### src/rtl/sample_decimator_capture_if.sv
// Sample-in / frame-out stream bundle for the decimating capture engine.
// master drives samples and readiness; slave is the capture block.
interface sample_decimator_capture_if #(
    parameter int NCH = 2,
    parameter int DW  = 8
);
    logic [NCH*DW-1:0] in_data;
    logic              in_valid;
    logic [NCH*DW-1:0] out_data;
    logic              out_valid;
    logic              out_ready;

    modport master (
        output in_data, in_valid, out_ready,
        input  out_data, out_valid
    );

    modport slave (
        input  in_data, in_valid, out_ready,
        output out_data, out_valid
    );
endinterface

### src/rtl/sample_decimator_capture.sv
// NCH-channel point/boxcar decimator with an armed capture FSM
// feeding a frame FIFO that drains over valid/ready.
module sample_decimator_capture #(
    parameter int NCH   = 2,
    parameter int DW    = 8,
    parameter int DEPTH = 16
) (
    input  logic                             clk,
    input  logic                             rst,
    sample_decimator_capture_if.slave        bus,
    input  logic [15:0]                      decim,
    input  logic                             avg_en,
    input  logic [4:0]                       avg_shift,
    input  logic [15:0]                      num_frames,
    input  logic                             arm,
    input  logic                             stop,
    output logic                             busy,
    output logic                             done,
    output logic                             overflow
);
    localparam int AW   = $clog2(DEPTH);
    localparam int ACCW = DW + 16;
    localparam int FW   = NCH * DW;

    typedef enum logic [1:0] {S_IDLE, S_RUN, S_FLUSH} state_t;

    state_t          r_state, w_next;
    logic [15:0]     r_decim, r_nframes, r_scnt, r_fcnt;
    logic            r_avg;
    logic [4:0]      r_shift;
    logic [ACCW-1:0] r_acc [NCH];
    logic [DW-1:0]   r_pt  [NCH];
    logic [DW-1:0]   w_smp [NCH];
    logic [ACCW-1:0] w_acc [NCH];
    logic [ACCW-1:0] w_sh  [NCH];
    logic [FW-1:0]   w_frame, r_frame;
    logic            r_push, r_ovf, r_done;
    logic [FW-1:0]   r_mem [DEPTH];
    logic [AW:0]     r_wp, r_rp;
    logic            w_strobe, w_first, w_last, w_final;
    logic            w_empty, w_full, w_pop, w_wr;

    assign w_strobe = (r_state == S_RUN) && bus.in_valid;
    assign w_first  = (r_scnt == 16'd0);
    assign w_last   = w_strobe && (r_scnt == r_decim - 16'd1);
    assign w_final  = w_last && (r_nframes != 16'd0) &&
                      (r_fcnt + 16'd1 == r_nframes);

    // Frame value as it stands including the current strobe's sample.
    always_comb begin
        w_frame = '0;
        for (int c = 0; c < NCH; c++) begin
            w_smp[c] = bus.in_data[c*DW +: DW];
            w_acc[c] = w_first ? ACCW'(w_smp[c])
                               : r_acc[c] + ACCW'(w_smp[c]);
            w_sh[c]  = w_acc[c] >> r_shift;
            if (!r_avg)
                w_frame[c*DW +: DW] = w_first ? w_smp[c] : r_pt[c];
            else if (|w_sh[c][ACCW-1:DW])
                w_frame[c*DW +: DW] = '1;
            else
                w_frame[c*DW +: DW] = w_sh[c][DW-1:0];
        end
    end

    always_ff @(posedge clk or posedge rst) begin
        if (rst) r_state <= S_IDLE;
        else     r_state <= w_next;
    end

    always_comb begin
        w_next = r_state;
        unique case (r_state)
            S_IDLE:  if (arm) w_next = S_RUN;
            S_RUN:   if (w_final || stop) w_next = S_FLUSH;
            S_FLUSH: if (w_empty && !r_push) w_next = S_IDLE;
            default: w_next = S_IDLE;
        endcase
    end

    always_ff @(posedge clk or posedge rst) begin
        if (rst) begin
            r_decim   <= 16'd1;
            r_nframes <= 16'd0;
            r_avg     <= 1'b0;
            r_shift   <= 5'd0;
            r_scnt    <= 16'd0;
            r_fcnt    <= 16'd0;
            r_frame   <= '0;
            r_push    <= 1'b0;
            r_ovf     <= 1'b0;
            r_done    <= 1'b0;
            for (int c = 0; c < NCH; c++) begin
                r_acc[c] <= '0;
                r_pt[c]  <= '0;
            end
        end else begin
            r_push <= w_last;
            r_done <= (r_state == S_FLUSH) && (w_next == S_IDLE);
            if (r_push && w_full && !w_pop) r_ovf <= 1'b1;
            if (r_state == S_IDLE && arm) begin
                r_decim   <= (decim == 16'd0) ? 16'd1 : decim;
                r_nframes <= num_frames;
                r_avg     <= avg_en;
                r_shift   <= avg_shift;
                r_scnt    <= 16'd0;
                r_fcnt    <= 16'd0;
                r_ovf     <= 1'b0;
                for (int c = 0; c < NCH; c++) begin
                    r_acc[c] <= '0;
                    r_pt[c]  <= '0;
                end
            end else if (w_strobe) begin
                r_scnt <= w_last ? 16'd0 : r_scnt + 16'd1;
                if (w_last) begin
                    r_frame <= w_frame;
                    r_fcnt  <= r_fcnt + 16'd1;
                end
                for (int c = 0; c < NCH; c++) begin
                    r_acc[c] <= w_acc[c];
                    if (w_first) r_pt[c] <= w_smp[c];
                end
            end
        end
    end

    // A push into a full FIFO survives only if the head leaves on the same edge.
    assign w_empty = (r_wp == r_rp);
    assign w_full  = (r_wp[AW-1:0] == r_rp[AW-1:0]) && (r_wp[AW] != r_rp[AW]);
    assign w_pop   = !w_empty && bus.out_ready;
    assign w_wr    = r_push && (!w_full || w_pop);

    always_ff @(posedge clk) begin
        if (w_wr) r_mem[r_wp[AW-1:0]] <= r_frame;
    end

    always_ff @(posedge clk or posedge rst) begin
        if (rst) begin
            r_wp <= '0;
            r_rp <= '0;
        end else begin
            if (w_wr)  r_wp <= r_wp + 1'b1;
            if (w_pop) r_rp <= r_rp + 1'b1;
        end
    end

    assign bus.out_valid = !w_empty;
    assign bus.out_data  = w_empty ? '0 : r_mem[r_rp[AW-1:0]];
    assign busy          = (r_state != S_IDLE);
    assign done          = r_done;
    assign overflow      = r_ovf;
endmodule

### src/flat_wrapper.sv
// flat-port wrapper written by rule: the top's interface ports become plain ports
module sample_decimator_capture_flat 
#(
    parameter int NCH   = 2,
    parameter int DW    = 8,
    parameter int DEPTH = 16
)
  (clk, rst, decim, avg_en, avg_shift, num_frames, arm, stop, busy, done, overflow, bus_in_data, bus_in_valid, bus_out_ready, bus_out_data, bus_out_valid);
  sample_decimator_capture_if #(.NCH(NCH), .DW(DW)) bus_i ();
  input  logic clk;
  input  logic rst;
  input  logic [15:0] decim;
  input  logic avg_en;
  input  logic [4:0] avg_shift;
  input  logic [15:0] num_frames;
  input  logic arm;
  input  logic stop;
  output logic busy;
  output logic done;
  output logic overflow;
  input wire logic [$bits(bus_i.in_data)-1:0] bus_in_data;
  input wire logic [$bits(bus_i.in_valid)-1:0] bus_in_valid;
  input wire logic [$bits(bus_i.out_ready)-1:0] bus_out_ready;
  output wire logic [$bits(bus_i.out_data)-1:0] bus_out_data;
  output wire logic [$bits(bus_i.out_valid)-1:0] bus_out_valid;
  assign bus_i.in_data = bus_in_data;
  assign bus_i.in_valid = bus_in_valid;
  assign bus_i.out_ready = bus_out_ready;
  assign bus_out_data = bus_i.out_data;
  assign bus_out_valid = bus_i.out_valid;
  sample_decimator_capture #(.NCH(NCH), .DW(DW), .DEPTH(DEPTH)) u_core (.clk(clk), .rst(rst), .bus(bus_i), .decim(decim), .avg_en(avg_en), .avg_shift(avg_shift), .num_frames(num_frames), .arm(arm), .stop(stop), .busy(busy), .done(done), .overflow(overflow));
endmodule
### config.mk
export PLATFORM = sky130hd
export DESIGN_NAME = sample_decimator_capture_flat
export DESIGN_NICKNAME = d
export VERILOG_FILES = /design/src/rtl/sample_decimator_capture_if.sv /design/src/rtl/sample_decimator_capture.sv /design/src/flat_wrapper.sv
export SDC_FILE = /design/constraint.sdc
export NUM_CORES = 1
export LEC_CHECK = 0
export ABC_CLOCK_PERIOD_IN_PS = 8200
export CORE_MARGIN = 2
export CORE_UTILIZATION = 64
export CTS_BUF_LIST = sky130_fd_sc_hd__clkbuf_8
export DETAILED_ROUTE_END_ITERATION = 8
export GPL_ROUTABILITY_DRIVEN = 1
export GPL_TIMING_DRIVEN = 0
export HOLD_SLACK_MARGIN = 0.08
export PLACE_DENSITY = 0.81
export SKIP_CTS_REPAIR_TIMING = 1
export SLEW_MARGIN = 20
export SYNTH_ARGS = -nofsm -noshare
export SYNTH_HDL_FRONTEND = slang
export SYNTH_SLANG_ARGS = --single-unit
### constraint.sdc
create_clock -name clk -period 8.2 [get_ports clk]
set_clock_uncertainty 0.15 [all_clocks]
set_input_delay 1.64 -clock clk [delete_from_list [all_inputs] [get_ports clk]]
set_output_delay 1.64 -clock clk [all_outputs]
set_load 0.02 [all_outputs]
==> run metrics <==
outcome finished clean; Post-DP HPWL approximately 55000 µm; number of synthesized register bits roughly 420; max cap viols 0; first-pass GRT wire length about 120000 µm; Most used DFF post-synth edfxtp_1; core area 0.0353 mm²; max-slew violations 0; CP max FO 9; Yosys Warn Count 0; Async SR Flop Fraction 39.2%; Min-Delay Path Depth 1; vias in the first global route around 19000; Worst R2R Start u_core.r_acc[0]$_DFFE_PP0P_; unique cell type count in the Yosys netlist 84; VDD IR max between 0.2 and 0.25 mV; worst hold slack 323 ps; crit end category register; Die Ht 193 µm; Worst Hold Path EP u_core.r_state[0]$_DFF_PP0_; Worst Path Arrival approximately 7000 ps; P_leak between 10 and 15 nW; die width between 150 and 200 µm; final hold vios 0; H-tree levels 3; net count reported at finish 2346; CP startpoint kind primary input; DR vias 19600; Max Clk Rate roughly 0.15 GHz; # DRC 0; Total GRT Usage between 40% and 50%; worst-case clock buffer depth 3; per-cell routed wire length approximately 29 µm; final WL roughly 80000 µm; Crit path buffers/inverters 3; R2R setup slack ~2700 ps; top cell type by total area after synthesis edfxtp_1; Final Power a little over 8 mW; GRT Residual Overflow 0; post-synthesis sequential area ratio 51.9%; Sink Count ~420; HP Start u_core.r_state[1]$_DFF_PP0_; post-synthesis average cell area 10.9 µm²; placed cells between 2000 and 3000; CP startpoint bus_in_data[8]; Post-Syn Instances about 2100; Tmin final 6650 ps; Final Util 73.1%; post-route ant nets 0; cell with the most instances after synthesis nand2_1; Setup WS pre-CTS between 1000 and 1500 ps; worst-margin pin slew between 1000 and 1500 ps; max_slew headroom between 20% and 30%; Area Growth Syn to Fin 13.4%; initial antenna violation count 3; Inserted Clock Buffers 69; post-route insts no fill ~2800; Via density roughly 7; placer congestion estimate 1.04; capturing point of the worst reg2reg path u_core.r_frame[10]$_DFFE_PP0P_; Power Density roughly 320 mW/mm²; synth top area cells edfxtp_1 (34%), dfrtp_1 (18%), mux4_2 (8.3%); depth of the worst register-to-register path 15; Initial Utilization 64.4%; top cells by count, synth nand2_1 (301), edfxtp_1 (256), dfrtp_1 (164); io pins 80; worst path cell trace clkdlybuf4s50_1 -> ha_1 -> fa_1 -> a211oi_1 -> o21a_1 -> o21a_1 -> clkbuf_1 -> nor3_1 -> nor2_1 -> o311ai_0 -> a211oi_1 -> nand4_1 -> or4_1 -> clkbuf_1 -> a221oi_1 -> o21ai_1; worst-path cell with the longest stage delay a211oi_1; I/O Buffers approximately 80; Netlist Area Pre-Place around 0.023 mm²; Filler Cells Inserted between 2000 and 2500; layout cells sized above 1 about 11%; Crit path max-delay family compound AO/OA/AOI/OAI gates; fin crit share between 80% and 90%; TritonCTS clock tree yes; final setup fails 0; die footprint 0.0371 mm²; largest net degree at the start of global routing 104; Root Buffer clkbuf_8; crit-path max cell delay 610 ps; WP data required around 8500 ps; Skew-Pair Late Insertion Delay ~660 ps; clk slew on worst S/H paths about 70 ps; total iterations of the first detailed-routing run 6; RSZ-0062 raised after global routing no; placement row count between 60 and 70; setup ws final 1550 ps; syn_nets approximately 2200; hold crit path type register to register; Initial DRC Count about 2600; WS Path Type primary input to register; top cell type's share of synthesized area between 30% and 40%; number of synthesized flops with an enable pin approximately 260
==> cells by family (layout without fill, tap and decap cells) <==
logic type,Yosys count,after routing,synth area share (%)
compound gates,529,529,15.3
xor+xnor,94,94,3.62
fa+ha+maj,27,27,1.55
buf+inv,171,395,2.96
flops,421,421,51.9
mux,116,116,9.74
other cells,0,3,0
simple gates,729,729,14.9
==> per-layer routing <==
metal  wire, µm  vias to the layer above  GRT usage [%]  part of all wire, %
met5          0                        -              0                    0
met4       4600                        0           23.5                  5.8
met3       8720                      354           9.97                   11
met2      37100                     1511           69.1                   47
met1      29100                     9518           55.8                   37
li1           -                     8262              -                    -
==> per-stage QoR <==
stage / cell area, µm² / TNS (ps)
6_report: 25800 / 0
3_3_place_gp: 24100 / -65300
4_1_cts: 25800 / 0
5_1_grt: 25800 / 0
2_1_floorplan: 22800 / 0
3_5_place_dp: 24400 / 0
==> registers in the layout, summed over array words and instances (netlist names) <==
| signal | count |
|---|---|
| u_core.r_wp | 5 |
| u_core.r_avg | 1 |
| u_core.r_push | 1 |
| u_core.r_fcnt | 16 |
| u_core.r_pt | 16 |
| u_core.r_frame | 16 |
| u_core.r_state | 2 |
| u_core.overflow | 1 |
| u_core.r_nframes | 16 |
| u_core.done | 1 |
| u_core.r_shift | 5 |
| u_core.r_rp | 5 |
| u_core.r_acc | 48 |
| u_core.r_decim | 16 |
| u_core.r_mem | 256 |
| u_core.r_scnt | 16 |
==> layout make-up <==
| cell class | count | area, µm² | share of cell area (%) |
|---|---|---|---|
| diodes | 3 | 7.51 | 0.0291 |
| multi-input cells | 1495 | 10300 | 40.0 |
| inverters | 32 | 128 | 0.495 |
| well taps | 461 | 577 | 2.24 |
| clock inverters | 41 | 208 | 0.805 |
| plain buffers | 139 | 556 | 2.15 |
| clock buffers | 82 | 1130 | 4.37 |
| flip-flops and latches | 421 | 11800 | 45.8 |
| repair buffers | 101 | 1070 | 4.13 |
==> layout by cell type, fill, tap and decap left out, drive strengths merged, types with 12 or more instances in the layout <==
cell             n
mux4            84
a31oi           17
buf             53
nand3           40
nand4           28
nor4            23
nor2           159
a211oi          28
o21ai          142
and2            15
mux2i           29
o21a            17
ha              25
nand2          301
a22o            20
nor3            53
clkbuf         190
a21o            12
xor2            37
o211ai          15
o31ai           19
dfrtp          164
clkdlybuf4s50   79
nor2b           22
a2111oi         13
inv             58
nand2b          12
o22ai           19
and3            26
a21oi          108
xnor2           57
a21boi          17
edfxtp         256
==> power breakdown <==
group,switching [mW],total (mW),leakage (nW),internal [mW]
sequential,0.211,2.65,5.06,2.44
clock,0.909,1.83,0.771,0.918
combinational,2.52,3.75,4.44,1.23
total,3.64,8.23,10.3,4.59
==> how the worst max path moves through the flow <==
| stage | to | slack (ps) | cells after the start |
|---|---|---|---|
| global placement | u_core.r_shift[3]$_DFFE_PP0P_ | -430 | 2 |
| floorplan | u_core.done$_DFF_PP0_ | 1950 | 1 |
| global route | u_core.r_frame[10]$_DFFE_PP0P_ | 1380 | 16 |
| finish | u_core.r_frame[10]$_DFFE_PP0P_ | 1550 | 16 |
| detailed placement | u_core.r_frame[10]$_DFFE_PP0P_ | 1140 | 16 |
| CTS | bus_out_data[0] | 1630 | 7 |
Power figures use the tool's default switching activity.
